$ cat src/rtl/gray_window3x3_if.sv
// rtl/gray_window3x3_if.sv - pixel-in / luma-window-out signal bundle for gray_window3x3
interface gray_window3x3_if;
    logic [23:0] i_img;
    logic        i_valid;
    logic [71:0] o_window;
    logic        o_valid;
    logic        o_frame_done;

    modport master (
        output i_img,
        output i_valid,
        input  o_window,
        input  o_valid,
        input  o_frame_done
    );

    modport slave (
        input  i_img,
        input  i_valid,
        output o_window,
        output o_valid,
        output o_frame_done
    );
endinterface

$ cat src/rtl/gray_window3x3.sv
// rtl/gray_window3x3.sv - RGB to luma conversion with two luma line memories emitting interior 3x3 windows
module gray_window3x3 #(
    parameter int IMG_W = 64,
    parameter int IMG_H = 64
) (
    input  logic             clk,
    input  logic             reset,
    gray_window3x3_if.slave  bus
);
    localparam int CW = (IMG_W > 2) ? $clog2(IMG_W) : 2;
    localparam int RW = (IMG_H > 2) ? $clog2(IMG_H) : 2;

    logic [CW-1:0] col;
    logic [RW-1:0] row;
    logic [7:0]    g;
    logic          g_valid;
    logic [CW-1:0] g_col;
    logic [RW-1:0] g_row;
    logic [15:0]   luma_sum;

    logic [7:0]    lb0 [IMG_W];
    logic [7:0]    lb1 [IMG_W];
    logic [23:0]   col_mid;
    logic [23:0]   col_right;
    logic [23:0]   col_new;
    logic [71:0]   win_next;
    logic          emit;
    logic          last_pix;

    always_comb begin
        luma_sum = 16'd77  * {8'd0, bus.i_img[23:16]}
                 + 16'd150 * {8'd0, bus.i_img[15:8]}
                 + 16'd29  * {8'd0, bus.i_img[7:0]};
    end

    // Stage 1: luma plus the raster position of the pixel it came from
    always_ff @(posedge clk) begin
        if (reset) begin
            col     <= '0;
            row     <= '0;
            g       <= '0;
            g_valid <= 1'b0;
            g_col   <= '0;
            g_row   <= '0;
        end else begin
            g_valid <= bus.i_valid;
            if (bus.i_valid) begin
                g     <= luma_sum[15:8];
                g_col <= col;
                g_row <= row;
                if (col == CW'(IMG_W - 1)) begin
                    col <= '0;
                    row <= (row == RW'(IMG_H - 1)) ? '0 : row + RW'(1);
                end else begin
                    col <= col + CW'(1);
                end
            end
        end
    end

    always_comb begin
        col_new  = {lb1[g_col], lb0[g_col], g};
        win_next = {col_mid[23:16], col_right[23:16], col_new[23:16],
                    col_mid[15:8],  col_right[15:8],  col_new[15:8],
                    col_mid[7:0],   col_right[7:0],   col_new[7:0]};
        emit     = g_valid && (g_row >= RW'(2)) && (g_col >= CW'(2));
        last_pix = (g_row == RW'(IMG_H - 1)) && (g_col == CW'(IMG_W - 1));
    end

    // Line memories are never cleared; row gating keeps stale rows out of any window
    always_ff @(posedge clk) begin
        if (g_valid && !reset) begin
            lb1[g_col] <= lb0[g_col];
            lb0[g_col] <= g;
        end
    end

    // Only two past columns are held; the third comes straight from the line memories
    always_ff @(posedge clk) begin
        if (reset) begin
            col_mid          <= '0;
            col_right        <= '0;
            bus.o_window     <= '0;
            bus.o_valid      <= 1'b0;
            bus.o_frame_done <= 1'b0;
        end else begin
            bus.o_valid      <= emit;
            bus.o_frame_done <= emit && last_pix;
            if (g_valid) begin
                col_mid   <= col_right;
                col_right <= col_new;
                if (emit) begin
                    bus.o_window <= win_next;
                end
            end
        end
    end
endmodule

$ cat src/flat_wrapper.sv
// flat-port wrapper written by rule: the top's interface ports become plain ports
module gray_window3x3_flat 
#(
    parameter int IMG_W = 64,
    parameter int IMG_H = 64
)
  (clk, reset, bus_i_img, bus_i_valid, bus_o_window, bus_o_valid, bus_o_frame_done);
  gray_window3x3_if bus_i ();
  input  logic clk;
  input  logic reset;
  input wire logic [$bits(bus_i.i_img)-1:0] bus_i_img;
  input wire logic [$bits(bus_i.i_valid)-1:0] bus_i_valid;
  output wire logic [$bits(bus_i.o_window)-1:0] bus_o_window;
  output wire logic [$bits(bus_i.o_valid)-1:0] bus_o_valid;
  output wire logic [$bits(bus_i.o_frame_done)-1:0] bus_o_frame_done;
  assign bus_i.i_img = bus_i_img;
  assign bus_i.i_valid = bus_i_valid;
  assign bus_o_window = bus_i.o_window;
  assign bus_o_valid = bus_i.o_valid;
  assign bus_o_frame_done = bus_i.o_frame_done;
  gray_window3x3 #(.IMG_W(IMG_W), .IMG_H(IMG_H)) u_core (.clk(clk), .reset(reset), .bus(bus_i));
endmodule
$ cat config.mk
export PLATFORM = sky130hd
export DESIGN_NAME = gray_window3x3_flat
export DESIGN_NICKNAME = d
export VERILOG_FILES = /design/src/rtl/gray_window3x3_if.sv /design/src/rtl/gray_window3x3.sv /design/src/flat_wrapper.sv
export SDC_FILE = /design/constraint.sdc
export NUM_CORES = 1
export LEC_CHECK = 0
export BUFFER_PORTS_ARGS = -buffer_cell sky130_fd_sc_hd__buf_4
export CORE_MARGIN = 2
export CORE_UTILIZATION = 60
export CTS_CLUSTER_DIAMETER = 150
export CTS_CLUSTER_SIZE = 14
export DETAILED_ROUTE_END_ITERATION = 16
export PLACE_DENSITY = 0.8
export SLEW_MARGIN = 20
export SYNTH_ARGS = -nofsm -noshare
export SYNTH_HDL_FRONTEND = slang
export SYNTH_SLANG_ARGS = --single-unit
$ cat constraint.sdc
create_clock -name clk -period 8.3 [get_ports clk]
set_input_delay 0.415 -clock clk [delete_from_list [all_inputs] [get_ports clk]]
set_output_delay 0.415 -clock clk [all_outputs]
set_load 0.05 [all_outputs]
==> qor.csv, run 1 <==
metric,value,unit
status,"complete, no violations",
Worst R2R End,u_core.lb1[16][1],
P_int,9.75,mW
RSZ-0062 raised after global routing,false,
synthesized cell area,0.0480,mm²
metal2 WL,54.9,mm
fmax,159,MHz
CTS tree,built,
post-synthesis area per instance,18.1,µm²
net switching power figure,3.48,mW
met1 wire length,40.8,mm
first-pass GRT wire length,167,mm
MaxCap Viol Count,0,
routed wl met3,12.4,mm
total track usage,27.6,%
Fin Hold WS,279,ps
Die ar.,0.0824,mm²
Synth area leader,edfxtp_1,
post-synth top area share,64.0,%
clock latency on the worst-skew pair,670,ps
slew margin rel.,23.8,%
Least-Margin Pin Slew,1140,ps
distinct cell type count after synthesis,70,
final hold violation count,0,
top-count cell post-synth,edfxtp_1,
"Primary FF master, synth",edfxtp_1,
"Reg clk slew, reported paths",70,ps
reg2reg setup slack,3040,ps
Setup Viol. Count Final,0,
ys async rst share,0,%
"Design Area, Final",0.0527,mm²
worst clock skew,44.1,ps
Pre-Repair DR Iteration Count,8,
Sink Count,1185,
switching portion of total power,26.3,%
CP endpoint kind,flop,
DPL Wire Length,66.9,mm
final net count,2957,
DRC Markers,0,
Die Span X,287,µm
Yosys reg bits,1185,
critical path class,in -> reg,
Post-synth top cells,"edfxtp_1 (1024), mux4_2 (241), dfxtp_1 (161)",
vias in the first global route,26113,
# hold bufs at CTS,0,
area delta synth->final,9.62,%
Leak,17.4,nW
Startpoint Class,input pin,
Ports,101,
pwr dens,251,mW/mm²
TritonCTS Buffers,94,
critical path startpoint,bus_i_img[12],
Root Buffer,clkbuf_16,
Tot Pwr,13.2,mW
largest cells by area after synthesis,"edfxtp_1 (64%), mux4_2 (11%), dfxtp_1 (6.7%)",
DR vias,26023,
Comb pwr share,17.9,%
crit path to,u_core.g[6],
largest net degree at the start of global routing,106,
site row count,103,
Max IR drop VDD,0.257,mV
initial drt markers,3540,
Flop pwr share,51.5,%
core footprint,0.0791,mm²
post-layout min period,6300,ps
cts repair resizes,0,
YS warnings,0,
# diodes,0,
placed instance area,0.0501,mm²
routed length per instance,29.0,µm
Post-Syn Nets,2821,
period utilization,75.9,%
"Req. time, crit path",8870,ps
Reg2Reg Depth,7,
Vias/cell,6.72,
Routed Antenna Nets,0,
Fin Setup TNS,0,ps
postcts setup bufs,0,
"Seq/Total Area, Yosys",70.7,%
share of layout cells above drive strength 1,21.3,%
clock share of power,30.5,%
Bufs on Longest Clock Path,3,
GRT Residual Overflow,0,
HP Class,in -> reg,
Post-Syn Instances,2653,
Initial Util,60.7,%
initial antenna violation count,2,
H-Tree Depth,3,
Post-synth EDFFs,1024,
max-slew violations,0,
Die Y,287,µm
Top Layer Used,met5,
routability cong.,0.921,
CP max FO,4,
final WL,112,mm
crit path DAT,6870,ps
number of port buffers,100,
==> flip-flops by register name, summed over array words and instances, names as in the netlist, named ones only <==
name and cells:
u_core.bus.o_frame_done 1, u_core.bus.o_valid 1, u_core.bus.o_window 72, u_core.col 6, u_core.col_mid 24, u_core.col_right 24
u_core.g 8, u_core.g_col 6, u_core.g_row 6, u_core.g_valid 1, u_core.lb0 512, u_core.lb1 512
u_core.row 6
==> through the flow <==
| stage | util, % | setup slack (ps) | std cells |
|---|---|---|---|
| finish | 66.6 | 2000 | 3870 |
| global route | 66.6 | 1600 | 3870 |
| CTS | 66.5 | 1990 | 3870 |
| detailed placement | 63.3 | 1320 | 3743 |
| global placement | 63.2 | 1470 | 3742 |
| floorplan | - | 2090 | 2653 |
==> layout by cell type, fill, tap and decap left out, drive strengths merged, types with 59 or more instances in the layout <==
cell type,n
inv,106
clkbuf,121
edfxtp,1024
ha,86
mux4,254
mux2i,59
a21oi,93
buf,180
nand2,145
dfxtp,161
nor2,146
==> routing by layer <==
| layer | vias up | global-route usage (%) |
|---|---|---|
| met5 | - | 0 |
| met1 | 13310 | 37.9 |
| li1 | 10679 | - |
| met2 | 1752 | 44.4 |
| met4 | 2 | 9.71 |
| met3 | 280 | 5.94 |
==> cell type report <==
type | count | area [µm²]
inverter | 109 | 415
multi-input combinational | 1219 | 13000
clock inverter | 6 | 91.3
fill | 4989 | 26500
clock buffer | 121 | 2500
sequential | 1185 | 34000
timing repair buffer | 180 | 1390
tap | 1050 | 1310
==> critical path, stage by stage <==
cell	delay (ps)
buf_4	130
ha_1	280
ha_1	270
inv_1	40
fa_1	450
fa_1	490
inv_1	50
ha_1	340
o21ai_0	90
a21oi_1	280
a21oi_1	80
ha_1	280
inv_1	50
fa_1	480
fa_1	530
fa_1	500
inv_1	50
ha_1	320
nand2_1	120
nand3_1	90
o311ai_0	670
o21ai_0	340
a2111o_1	470
nand3_1	70
==> cell families (layout without fill, tap and decap cells) <==
logic type	Yosys count	in the layout	share of synthesized area, %
fa+ha+maj	141	141	4.53
buf+inv	249	416	2.48
flops	1185	1185	70.7
compound gates	313	313	4.49
mux	315	315	13.3
simple gates	431	431	4.16
xor+xnor	19	19	0.346
==> power by group through the flow <==
stage               sequential, mW  combinational [mW]  clock (mW)
finish                        6.82                2.37        4.04
global route                  6.82                2.63        4.28
CTS                           6.82                2.36        4.08
detailed placement            6.95                2.34           0
global placement              6.96                2.16           0
floorplan                     6.98                1.61           0
==> how the worst min path moves through the flow <==
stage | from | endpoint | slack, ps | depth (start not counted)
5_1_grt | bus_i_valid | u_core.g[2] | 250 | 3
6_report | reset | u_core.col_right[6] | 280 | 2
3_5_place_dp | u_core.col_mid[9] | u_core.bus.o_window[41] | 450 | 2
2_1_floorplan | u_core.col_mid[23] | u_core.bus.o_window[71] | 430 | 2
3_3_place_gp | u_core.col_mid[17] | u_core.bus.o_window[65] | 440 | 2
4_1_cts | reset | u_core.col_mid[18] | 240 | 2
Note: power is estimated with default switching activity, not from simulation.
==> inputs of run 2 (changes only) <==
- CORE_UTILIZATION: 60 -> 56
- PLACE_DENSITY: 0.8 -> 0.78
- clock period: 8.3 -> 5.3 ns (I/O delays scaled with it)
==> run 2 against run 1 <==
Compared with the run above: cell count rose by 4.3%; critical path type unchanged; non-clock buffer count grew 64; critical path depth rose by 1.
==> qor.csv, run 2 (synthesized netlist as in run 1, its figures left out) <==
metric,value,unit,change
Bufs on Longest Clock Path,3,,unchanged
post-layout min period,5170,ps,
worst clock skew,27.6,ps,was 44.1 ps
WHS Endpoint,u_core.g[2],,was u_core.col_right[6]
max-slew violations,0,,unchanged
final hold violation count,0,,unchanged
Leak,17.8,nW,was 17.4 nW
HP Class,in -> reg,,unchanged
net switching power figure,5.82,mW,was 3.48 mW
Fin Setup TNS,0,ps,unchanged
initial antenna violation count,1,,was 2
CTS tree,built,,unchanged
Worst R2R End,u_core.lb1[6][3],,was u_core.lb1[16][1]
switching portion of total power,26.4,%,was 26.3%
Pre-Repair DR Iteration Count,6,,was 8
fmax,193,MHz,
DR vias,25946,,was 26023
"Req. time, crit path",5840,ps,was 8870 ps
Vias/cell,6.43,,was 6.72
reg2reg setup slack,910,ps,was 3040 ps
Routed Antenna Nets,0,,unchanged
Startpoint Class,input pin,,unchanged
clock share of power,28.9,%,was 30.5%
"Reg clk slew, reported paths",70,ps,about the same
Top Registers,"u_core.lb0 x512, u_core.lb1 x512, u_core.bus.o_window x72",,unchanged
status,"complete, no violations",,unchanged
Setup Viol. Count Final,0,,unchanged
MaxCap Viol Count,0,,unchanged
Initial Util,56.4,%,was 60.7%
Die ar.,0.0882,mm²,was 0.0824 mm²
hold path cells,3,,was 2
clock latency on the worst-skew pair,670,ps,about the same
DRC Markers,0,,unchanged
# diodes,0,,unchanged
routed length per instance,27.7,µm,was 29.0 µm
Reg2Reg Depth,7,,unchanged
critical path class,in -> reg,,unchanged
Tot Pwr,22.0,mW,was 13.2 mW
area delta synth->final,11.5,%,was 9.62%
slew margin rel.,25.2,%,was 23.8%
final WL,112,mm,about the same
Max IR drop VDD,0.639,mV,was 0.257 mV
TritonCTS Buffers,94,,unchanged
worst path bufs/invs,6,,was 5
"commonest non-fill, non-tap cells in the layout","edfxtp_1 (1024), mux4_2 (241), buf_4 (234)",,"was edfxtp_1 (1024), mux4_2 (241), buf_4 (177)"
routability cong.,0.849,,was 0.921
crit path DAT,5720,ps,was 6870 ps
share of layout cells above drive strength 1,24.1,%,was 21.3%
pwr dens,411,mW/mm²,was 251 mW/mm²
cell family with most CP delay,adder cells,,unchanged
vias in the first global route,26608,,was 26113
CP max FO,5,,was 4
Root Buffer,clkbuf_16,,unchanged
largest net degree at the start of global routing,90,,was 106
Ports,101,,unchanged
final net count,3021,,was 2957
Max stage delay on crit path,520,ps,was 670 ps
# hold bufs at CTS,0,,unchanged
DPL Wire Length,66.9,mm,about the same
Hold Startpoint,bus_i_valid,,was reset
Comb pwr share,23.2,%,was 17.9%
site row count,107,,was 103
GRT Residual Overflow,0,,unchanged
Least-Margin Pin Slew,1120,ps,was 1140 ps
total track usage,25.6,%,was 27.6%
H-Tree Depth,3,,unchanged
RSZ-0062 raised after global routing,true,,was false
Die Y,297,µm,was 287 µm
fill cell count,5715,,was 4989
initial drt markers,3355,,was 3540
core footprint,0.0851,mm²,was 0.0791 mm²
Flop pwr share,48.0,%,was 51.5%
first-pass GRT wire length,168,mm,was 167 mm
period utilization,97.6,%,
Sink Count,1185,,unchanged
"commonest non-fill, non-tap cell in the layout",edfxtp_1,,unchanged
slowest library cell on the worst path,fa_1,,was o311ai_0
CP endpoint kind,flop,,unchanged
Fin Hold WS,85.5,ps,was 279 ps
number of port buffers,100,,unchanged
P_int,16.2,mW,was 9.75 mW
Die Span X,297,µm,was 287 µm
run 2: cell types whose count changed in the layout (fill, tap and decap cells not counted), moves of 7 or more:
cell,before,now
buf_12,3,10
buf_4,177,234
clkbuf_1,25,34
ha_1,86,77
ha_4,0,8
inv_2,0,10
run 2: layout make-up:
| class | instances | area (µm²) | share of cell area [%] |
|---|---|---|---|
| sequential | 1185 | 34000 | 63.5 |
| timing repair buffer | 244 | 1960 | 3.65 |
| clock buffer | 131 | 2550 | 4.77 |
| inverter | 109 | 410 | 0.766 |
| tap | 1144 | 1430 | 2.67 |
| clock inverter | 4 | 45.0 | 0.0841 |
| multi-input combinational | 1219 | 13200 | 24.6 |
run 2: power groups by stage:
stage	clock network, mW	registers, mW	logic, mW
final	6.36	10.6	5.10
after global routing	6.76	10.6	5.69
after CTS	6.44	10.6	5.00
after detailed placement	0	10.8	4.97
after global placement	0	10.8	4.77
after floorplan	0	10.9	3.05
run 2: timing repair:
action | in CTS | in global routing
endpoints found under the setup margin | 0 | 7
resized for setup | 0 | 9
buffers inserted | 0 | 1
run 2: worst max path at each step:
stage / depth (start not counted) / startpoint / slack (ps) / endpoint
CTS: 24 / bus_i_img[12] / 70 / u_core.g[7]
global placement: 25 / bus_i_img[12] / -540 / u_core.g[7]
global route: 25 / bus_i_img[11] / -70 / u_core.g[7]
floorplan: 21 / bus_i_img[12] / -200 / u_core.g[7]
finish: 25 / bus_i_img[11] / 130 / u_core.g[7]
detailed placement: 24 / bus_i_img[12] / -610 / u_core.g[7]
run 2: tightest hold or removal path: stages:
cell      delay [ps]
buf_4            230
nor2_1           140
a211oi_1          50
run 2: through the flow:
stage	instances	cell area, µm²	worst slack (ps)	utilization (%)
finish	4036	53600	126	62.9
global route	4036	53600	-72.4	62.9
CTS	4035	53500	68.8	62.8
detailed placement	3900	50900	-614	59.8
global placement	3900	50900	-537	59.8
floorplan	2653	48200	-203	-
run 2: routing by layer:
metal  vias up  part of all wire [%]  global-route usage (%)
li1      10821                     -                       -
met1     13393                    37                    34.6
met2      1506                    49                    40.9
met3       226                    10                    6.21
met4         0                   3.7                    9.45
met5         -                     0                       0
